`src/rtl/branch_unit.sv`:
```
// Branch/call/return control feeding the PC: jump LUT plus return stack.
// Ports: clk, reset (async low), op/lut_idx/zero_flag/prog_ctr/stall in; LUT write port; jump_en/target, RAS status out.
module branch_unit #(
  parameter int D           = 8,
  parameter int LUT_AW      = 4,
  parameter int STACK_DEPTH = 4
) (
  input  logic                               clk,
  input  logic                               reset,
  input  logic [2:0]                         op,
  input  logic [LUT_AW-1:0]                  lut_idx,
  input  logic                               zero_flag,
  input  logic [D-1:0]                       prog_ctr,
  input  logic                               stall,
  input  logic                               lut_we,
  input  logic [LUT_AW-1:0]                  lut_waddr,
  input  logic [D-1:0]                       lut_wdata,
  output logic                               jump_en,
  output logic [D-1:0]                       target,
  output logic [$clog2(STACK_DEPTH+1)-1:0]   ras_depth,
  output logic                               ras_overflow,
  output logic                               ras_underflow
);

  localparam int DW  = $clog2(STACK_DEPTH+1);
  localparam int SAW = (STACK_DEPTH > 1) ?
                       $clog2(STACK_DEPTH) : 1;
  localparam int LN  = 2**LUT_AW;

  localparam logic [2:0] OP_JMP  = 3'b001;
  localparam logic [2:0] OP_BEQ  = 3'b010;
  localparam logic [2:0] OP_BNE  = 3'b011;
  localparam logic [2:0] OP_CALL = 3'b100;
  localparam logic [2:0] OP_RET  = 3'b101;

  localparam logic [DW-1:0] FULL = DW'(STACK_DEPTH);

  logic [D-1:0]   lut [LN];
  logic [D-1:0]   ras [STACK_DEPTH];
  logic [DW-1:0]  depth;
  logic           ovf;
  logic           unf;

  logic           act;
  logic           full;
  logic           empty;
  logic [SAW-1:0] top_idx;
  logic [SAW-1:0] push_idx;
  logic [D-1:0]   lut_rd;
  logic [D-1:0]   top;
  logic [D-1:0]   ret_addr;

  logic           is_jmp;
  logic           is_beq;
  logic           is_bne;
  logic           is_call;
  logic           is_ret;

  logic           jen;
  logic           push;
  logic           pop;
  logic           set_ovf;
  logic           set_unf;

  // Outputs are forced idle while reset is held.
  assign act      = reset && !stall;
  assign full     = (depth == FULL);
  assign empty    = (depth == '0);
  assign top_idx  = SAW'(depth - DW'(1));
  assign push_idx = SAW'(depth);
  assign lut_rd   = lut[lut_idx];
  assign top      = ras[top_idx];
  assign ret_addr = prog_ctr + D'(1);

  assign is_jmp  = act && (op == OP_JMP);
  assign is_beq  = act && (op == OP_BEQ);
  assign is_bne  = act && (op == OP_BNE);
  assign is_call = act && (op == OP_CALL);
  assign is_ret  = act && (op == OP_RET);

  always_comb begin
    jen     = 1'b0;
    push    = 1'b0;
    pop     = 1'b0;
    set_ovf = 1'b0;
    set_unf = 1'b0;
    unique case (1'b1)
      is_jmp:  jen = 1'b1;
      is_beq:  jen = zero_flag;
      is_bne:  jen = !zero_flag;
      is_call: begin
        jen     = !full;
        push    = !full;
        set_ovf = full;
      end
      is_ret: begin
        jen     = !empty;
        pop     = !empty;
        set_unf = empty;
      end
      default: jen = 1'b0;
    endcase
  end

  assign jump_en = jen;

  always_comb begin
    target = '0;
    if (jen) target = is_ret ? top : lut_rd;
  end

  always_ff @(posedge clk or negedge reset) begin
    if (!reset) begin
      for (int i = 0; i < LN; i++) lut[i] <= '0;
    end else if (lut_we) begin
      lut[lut_waddr] <= lut_wdata;
    end
  end

  always_ff @(posedge clk or negedge reset) begin
    if (!reset) begin
      for (int i = 0; i < STACK_DEPTH; i++)
        ras[i] <= '0;
      depth <= '0;
      ovf   <= 1'b0;
      unf   <= 1'b0;
    end else begin
      if (push) begin
        ras[push_idx] <= ret_addr;
        depth         <= depth + DW'(1);
      end
      if (pop) depth <= depth - DW'(1);
      if (set_ovf) ovf <= 1'b1;
      if (set_unf) unf <= 1'b1;
    end
  end

  assign ras_depth     = depth;
  assign ras_overflow  = ovf;
  assign ras_underflow = unf;

endmodule

```
`config.mk`:
```
export PLATFORM = sky130hd
export DESIGN_NAME = branch_unit
export DESIGN_NICKNAME = d
export VERILOG_FILES = /design/src/rtl/branch_unit.sv
export SDC_FILE = /design/constraint.sdc
export NUM_CORES = 1
export LEC_CHECK = 0
export ABC_CLOCK_PERIOD_IN_PS = 2000
export BUFFER_PORTS_ARGS = -buffer_cell sky130_fd_sc_hd__buf_2
export CAP_MARGIN = 15
export CORE_ASPECT_RATIO = 1.4
export CORE_UTILIZATION = 45
export CTS_CLUSTER_DIAMETER = 120
export DETAILED_ROUTE_END_ITERATION = 6
export GPL_TIMING_DRIVEN = 0
export MAX_ROUTING_LAYER = met4
export SLEW_MARGIN = 20
export SYNTH_ARGS = -nofsm -noshare
export SYNTH_HDL_FRONTEND = slang
export SYNTH_SLANG_ARGS = --single-unit
```
`constraint.sdc`:
```
create_clock -name clk -period 2 [get_ports clk]
set_input_delay 0.4 -clock clk [delete_from_list [all_inputs] [get_ports clk]]
set_output_delay 0.4 -clock clk [all_outputs]
set_load 0.01 [all_outputs]
```
Word level (Yosys, flattened, before mapping) --
Cells that the tools add are included.
Word-level totals: bits of input ports 32, register bits 165, output and inout port bits 14, logic and storage cells 77
Cells by class: $lt $le $gt $ge 6, $add $sub $neg 3, equal/unequal tests 6, mux-type cells 21, bitwise gates (word level) 4, reduce and logical (&&, ||, !) cells 14
Operators by type and width (number):
- $bwmux 128 | 1
- $mux 8 | 8
- $bmux 8 s4 | 1
- $bwmux 32 | 1
- $demux 8 s4 | 1
- $bmux 8 s2 | 1
- $demux 8 s2 | 1
- $ge 5x5->1 const B | 2
- $not 4->5 | 2
- $eq 3x3->1 const B | 3
- $add 8x1->8 const B | 1
- $logic_and 1x1->1 | 8
- $eq 3x2->1 const B | 2
- $ge 3x3->1 const B | 2
- $mux 3 | 2
- $not 2->3 | 2
- $lt 5x1->1 const B | 1
- $pmux 1 s5 | 1
- $logic_not 1->1 | 4
- $mux 1 | 4
- $add 3x1->3 const B | 1
- $eq 3x1->1 const B | 1
- $logic_not 3->1 | 1
- $lt 3x1->1 const B | 1
- 2 further kinds | 2

Logic depth before layout (Yosys ltp) --
Gate-level depths: netlist of the first run.
depth after elaboration 7, mapped depth 9

Worst setup path before layout of the first run --
No wires, ideal clock.
path kind register -> output, start point reg depth[0] (netlist: ras_depth[0]), end point out target[0], path buffers 2, data required time 1600 ps, slack -326 ps, cell stages (with the launch flop) 8, data arrival time 1926 ps, path through dfrtp_1 -> buf_2 -> inv_1 -> ha_1 -> clkbuf_1 -> mux4_2 -> inv_1 -> o22ai_1
Between the ends: cells in the longest elaborated chain, start to end 7
RTL lines:
- from (decl) | RTL line 40 | logic [DW-1:0] depth;
- from (signal assigned) | RTL line 130 | depth <= depth + DW'(1);
- from (signal assigned) | RTL line 132 | if (pop) depth <= depth - DW'(1);
- $sub 3x1->3
- net top_idx[0] | RTL line 47 | logic [SAW-1:0] top_idx;
- $not 2->3 (not written as such) | RTL line 72 | assign top = ras[top_idx];
- $bmux 8 s2 | RTL line 72
- $mux 8 (not written as such) (2 in series) | RTL line 72
- $mux 8 (2 in series) | RTL line 109 | if (jen) target = is_ret ? top : lut_rd;
- to (decl) | RTL line 19 | output logic [D-1:0] target,
The timed path passes the listed nets, and every way through them passes these cells. The select of a mux whose other input is x is not followed.

Final worst setup path of the first run --
start point reg depth[0] (netlist: ras_depth[0]), end point out target[6]
Same word-level chain as after synthesis.

==> results of run 1 <==
flip-flops by register name, summed over array words and instances, names as in the netlist:
name           cells
ras               32
ras_overflow       1
ras_underflow      1
ras_depth          3
lut              128
final timing paths:
path / end / slack [ps]
max: target[6] / -380
min: ras_depth[1]$_DFFE_PN0P_ / 200
max reg2reg: ras[16]$_DFFE_PN0P_ / 170
min reg2reg: ras_overflow$_DFFE_PN0P_ / 470
max in group asynchronous: ras[14]$_DFFE_PN0P_ / 880
min in group asynchronous: lut[87]$_DFFE_PN0P_ / 610
worst max-delay path, delay by kind of cell (launching register included):
kind            cells  cell delay [ps]
buf+inv             5              500
fa+ha+maj           1              270
compound gates      1               70
mux                 1              320
flops               1              390
metal layers:
metal | up-vias | GRT usage [%] | wire [um]
li1 | 2190 | - | -
met1 | 2509 | 28.1 | 7770
met2 | 106 | 40.2 | 9810
met3 | 24 | 4.62 | 589
met4 | 0 | 8.90 | 367
met5 | - | - | 0
cell families after synthesis:
logic type	count (synthesis)
muxes	173
xor gates and xnor gates	8
and+or+nand+nor	86
AOI/OAI and AO/OA	67
DFF	165
adders and majority gates	6
buffers and inverters	48
cells in the mapped netlist, types with 8 or more instances:
cell type  count  area (sq um)
nand2_1       26          97.6
mux4_2        40           901
o22ai_1        8          50.1
inv_1         14          52.6
a22o_1        16           140
mux2_2       130          1460
a21oi_1        9          45.0
dfrtp_1      165          4130
o21ai_0       22           110
nor2_1        26          97.6
clkbuf_1      21          78.8
power by group:
group          internal, uW  switching (uW)  total (uW)
Combinational          1610            1220        2830
Clock                  2020            1350        3370
Sequential             4230             444        4680
Total                  7870            3020       10900
repair_timing:
item                                    in CTS  in global routing
endpoints found under the setup margin      36                 13
endpoints found under the hold margin       76                  0
hold buffers                                 3                  0
gates resized for setup                     30                 10
gates cloned                                 2                  0
pin swaps                                    4                  0
buffers inserted                             9                  0
per-stage QoR:
step | util [%] | instance area, sq um | power, uW | std cells | hold WS [ps]
6_report | 55.1 | 9270 | 10900 | 845 | 200
3_5_place_dp | 49.8 | 8380 | 7210 | 800 | 419
2_1_floorplan | - | 7870 | 6470 | 553 | 104
5_1_grt | 55.1 | 9270 | 11500 | 845 | 195
4_1_cts | 55.0 | 9250 | 10900 | 845 | 179
3_3_place_gp | 49.6 | 8340 | 7050 | 799 | 456
area by class of cell:
class                           count  area, sq um  area share, %
Tap cell                          203          254           2.74
Multi-Input combinational cell    340         3550           38.3
Inverter                           14         60.1          0.648
Buffer                             33          218           2.35
Clock buffer                       19          453           4.88
Sequential cell                   165         4130           44.5
Clock inverter                     13          156           1.69
Timing Repair Buffer               58          448           4.83
==> flow_metrics.env, run 1 <==
export IMPL_crit_start="ras_depth[0]$_DFFE_PN0P_"
export IMPL_numClockSinks=165
export IMPL_dieArea_sq_um=17800
export IMPL_cp_common_cell="buf_8"
export IMPL_preCtsSetupSlack_ps=-719
export IMPL_tightest_slew_ps=946
export IMPL_routed_via_density=5.71
export IMPL_yosys_area_share_simple_pct=5.49
export IMPL_synth_edff_count=0
export IMPL_synth_fa_ha_area_share_pct=0.967
export IMPL_synth_ff_type="dfrtp_1"
export IMPL_wl_mm=18.5
export IMPL_gp_congestion=0.809
export IMPL_via_count=4829
export IMPL_final_cell_mix="dfrtp_1 (165), mux2_2 (130), buf_2 (46)"
export IMPL_h_tree_depth=4
export IMPL_critPathRequiredTime_ps=1600
export IMPL_gr_total_overflow=0
export IMPL_cp_start_kind="flip-flop"
export IMPL_clk_pin_slew_ps=70
export IMPL_max_cap_viol_count=0
export IMPL_drc=0
export IMPL_fin_ws_ps=-378
export IMPL_mostFrequentLayoutCell="dfrtp_1"
export IMPL_clock_latency_ps=440
export IMPL_hp_class="input pin to flip-flop"
export IMPL_first_pass_iters=4
export IMPL_synth_top_family_by_area="multiplexers"
export IMPL_peakVddDrop_uv=613
export IMPL_nFillCells=1413
export IMPL_ys_warn_count=0
export IMPL_muxShareOfSynthArea_pct=30.9
export IMPL_die_h_um=157
export IMPL_violations="negative setup slack"
export IMPL_outcome="complete, but fails checks"
export IMPL_wl_per_cell_um=21.9
export IMPL_synth_area_per_cell_sq_um=14.0
export IMPL_grt_start_max_net_pins=90
export IMPL_io_buffers=43
export IMPL_async_reset_ff_share_pct=100
export IMPL_worst_setup_path_type="flip-flop to output pin"
export IMPL_slew_viol_final=0
export IMPL_hp_start="op[0]"
export IMPL_p_leak_uw=0.00402
export IMPL_cts_tree="yes"
export IMPL_die_x_um=113
export IMPL_synth_compound_area_share_pct=5.93
export IMPL_nets=667
export IMPL_critPathMaxFanout=5
export IMPL_timing_rr_start="ras_depth[0]$_DFFE_PN0P_"
export IMPL_synth_seq_area_share_pct=53.2
export IMPL_drt_first_iter_violations=196
export IMPL_area_growth_synth_to_final_pct=19.4
export IMPL_cp_arrival_ps=1980
export IMPL_ant_nets=0
export IMPL_antenna_found_initial=0
export IMPL_clock_path_buffers=2
export IMPL_max_freq_mhz=421
export IMPL_clockRootBuffer="clkbuf_16"
export IMPL_ios=46
export IMPL_grt_pass1_vias=5253
export IMPL_initial_core_util_pct=46.2
export IMPL_final_period_utilization_pct=119
export IMPL_endpoint_kind="output pin"
export IMPL_setup_viol=9
export IMPL_rows=56
export IMPL_finalCriticalPeriod_ps=2380
export IMPL_power_density_nw_per_um2=1170
export IMPL_track_usage_pct=23.7
export IMPL_drive_gt1_share_pct=47.5
export IMPL_synth_distinct_cells=45
export IMPL_synth_xor_area_share_pct=0.902
export IMPL_synth_net_count=591
export IMPL_syn_cell_area_sq_um=7760
export IMPL_rsz0062_at_grt="yes"
export IMPL_cts_buffers_inserted=17
export IMPL_hold_depth=2
export IMPL_antenna_cells=0
export IMPL_skew_ps=9.98
export IMPL_syn_inst=553
export IMPL_r2r_cells=7
export IMPL_max_stage_delay_ps=390
export IMPL_fp_coreArea_sq_um=16800
export IMPL_hold_viol_final=0
export IMPL_dp_hpwl_mm=12.7
export IMPL_critical_path_slowest_cell="dfrtp_1"
export IMPL_slew_headroom_pct=36.7
export IMPL_grt_pass1_wl_mm=29.8
export IMPL_crit_chain="buf_8 > inv_8 > ha_4 > buf_8 > mux4_2 > inv_2 > o22ai_2 > buf_2"
export IMPL_synth_seq_cells=165
export IMPL_tns_ps=-2860
No activity file was read; power rests on OpenSTA's default activity.
==> run 2, diff against run 1 <==
--- a/config.mk
+++ b/config.mk
@@ -14,6 +14,7 @@
 export DETAILED_ROUTE_END_ITERATION = 6
 export GPL_TIMING_DRIVEN = 0
 export MAX_ROUTING_LAYER = met4
+export PLACE_DENSITY_LB_ADDON = 0.1
 export SLEW_MARGIN = 20
 export SYNTH_ARGS = -nofsm -noshare
 export SYNTH_HDL_FRONTEND = slang
==> run 2 against run 1 <==
Against the previous run: the run still ends with negative setup slack left; die area stayed put; utilization up 0.38 points; clock skew about the same; combinational power up 3%.
==> flow_metrics.env, run 2 (same netlist as run 1, synthesis figures left out) <==
export IMPL_outcome="complete, but fails checks"
export IMPL_violations="negative setup slack"
export IMPL_slew_viol_final=0
export IMPL_cts_tree="yes"
export IMPL_nFillCells=1412
export IMPL_cp_start_kind="flip-flop"
export IMPL_largest_register="lut"
export IMPL_io_buffers=43
export IMPL_drt_first_iter_violations=230
export IMPL_r2r_cells=8
export IMPL_p_leak_uw=0.00404
export IMPL_cts_buffers_inserted=17
export IMPL_cp_arrival_ps=1940
export IMPL_power_density_nw_per_um2=1160
export IMPL_dp_hpwl_mm=12.7
export IMPL_m1WireLength_mm=7.95
export IMPL_final_area_sq_um=9340
export IMPL_largest_reg_flops=128
export IMPL_clock_latency_ps=430
export IMPL_fp_coreArea_sq_um=16800
export IMPL_rows=56
export IMPL_skew_ps=9.66
export IMPL_preCtsSetupSlack_ps=-686
export IMPL_drc=0
export IMPL_hp_class="input pin to asynchronous set/reset pin"
export IMPL_worst_setup_path_type="flip-flop to output pin"
export IMPL_tns_ps=-2550
export IMPL_max_freq_mhz=428
export IMPL_wl_per_cell_um=21.9
export IMPL_mostFrequentLayoutCell="dfrtp_1"
export IMPL_dieArea_sq_um=17800
export IMPL_antenna_cells=0
export IMPL_endpoint_kind="output pin"
export IMPL_h_tree_depth=4
export IMPL_met3_length_um=533
export IMPL_max_cap_viol_count=0
export IMPL_r2r_end="ras[20]$_DFFE_PN0P_"
export IMPL_slew_headroom_pct=40.5
export IMPL_area_growth_synth_to_final_pct=20.2
export IMPL_post_place_cells=800
export IMPL_regArea_sq_um=4130
export IMPL_dr_max_layer_used="met4"
export IMPL_crit_start="lut[2]$_DFFE_PN0P_"
export IMPL_clock_path_buffers=2
export IMPL_die_h_um=157
export IMPL_hold_viol_final=0
export IMPL_critPathMaxFanout=2
export IMPL_clockRootBuffer="clkbuf_16"
export IMPL_numClockSinks=165
export IMPL_r2r_slack_ps=130
export IMPL_gr_total_overflow=0
export IMPL_initial_core_util_pct=46.2
export IMPL_peakVddDrop_uv=537
export IMPL_finalCriticalPeriod_ps=2340
export IMPL_tightest_slew_ps=889
export IMPL_critical_path_slowest_cell="mux4_2"
export IMPL_grt_pass1_wl_mm=29.4
export IMPL_fin_ws_ps=-336
export IMPL_final_period_utilization_pct=117
export IMPL_wl_met2_mm=9.64
export IMPL_multi_input_area_sq_um=3590
export IMPL_critPathRequiredTime_ps=1600
export IMPL_drive_gt1_share_pct=49.0
export IMPL_grt_pass1_vias=5154
export IMPL_dpl_instance_area_sq_um=8380
export IMPL_first_pass_iters=4
export IMPL_max_stage_delay_ps=510
export IMPL_final_cell_mix="dfrtp_1 (164), mux2_2 (130), buf_2 (46)"
export IMPL_routed_via_density=5.73
export IMPL_wl_mm=18.7
export IMPL_ios=46
export IMPL_die_x_um=113
export IMPL_fin_util_pct=55.5
export IMPL_ant_nets=0
export IMPL_setup_viol=9
export IMPL_rsz0062_at_grt="yes"
export IMPL_track_usage_pct=23.4
export IMPL_antenna_found_initial=0
export IMPL_timing_rr_start="ras_depth[0]$_DFFE_PN0P_"
export IMPL_via_count=4885
export IMPL_crit_chain="mux4_2 > a22o_1 > nor2_2 > o22ai_2 > buf_2"
export IMPL_nets=674
export IMPL_final_cells=852
export IMPL_grt_start_max_net_pins=105
export IMPL_gp_congestion=0.822
export IMPL_clk_pin_slew_ps=70
## run 2: report_power, final
part | leakage [uW] | internal, uW | switching [uW]
registers | 0.00205 | 4230 | 458
logic | 0.00171 | 1660 | 1260
clock network | 0.000272 | 1910 | 1340
total | 0.00404 | 7800 | 3060
## run 2: worst max path at each step
| stage | end | cells past startpoint |
|---|---|---|
| finish | target[2] | 5 |
| global route | target[0] | 5 |
| CTS | target[3] | 8 |
| detailed placement | target[6] | 7 |
| global placement | target[3] | 6 |
| floorplan | target[0] | 5 |
## run 2: repair_timing
action                                  CTS  global route
gates resized for setup                  37            16
cloned                                    2             0
hold endpoints to repair                 61             0
hold buffers                              3             0
endpoints found under the setup margin   37            27
pin swaps                                 5            10
setup buffers                             9             8
## run 2: layout make-up
cell class / instances / share of cell area (%)
plain buffers: 32 / 2.16
clock buffers: 21 / 4.93
clock inverters: 11 / 1.34
inverters: 14 / 0.643
multi-input cells: 340 / 38.4
flip-flops and latches: 165 / 44.2
well taps: 203 / 2.72
repair buffers: 66 / 5.52
## run 2: metrics by stage
stage                     total power [uW]  hold slack (ps)
after global routing                 11400             58.2
after detailed placement              7220              380
final                                10900             19.0
after floorplan                       6470              104
after CTS                            10900             36.3
after global placement                7050              456
## run 2: metal layers
| layer | global-route usage [%] | vias up |
|---|---|---|
| met2 | 38.6 | 89 |
| met3 | 4.04 | 36 |
| met4 | 9.96 | 0 |
| li1 | - | 2205 |
| met5 | - | - |
| met1 | 28.5 | 2555 |
## run 2: worst max-delay path, delay by kind of cell (launching register included)
kind,cells,cell delay (ps)
buffers and inverters,1,140
AO/OA/AOI/OAI,2,330
flip-flops,1,380
AND/OR/NAND/NOR,1,140
multiplexers,1,510
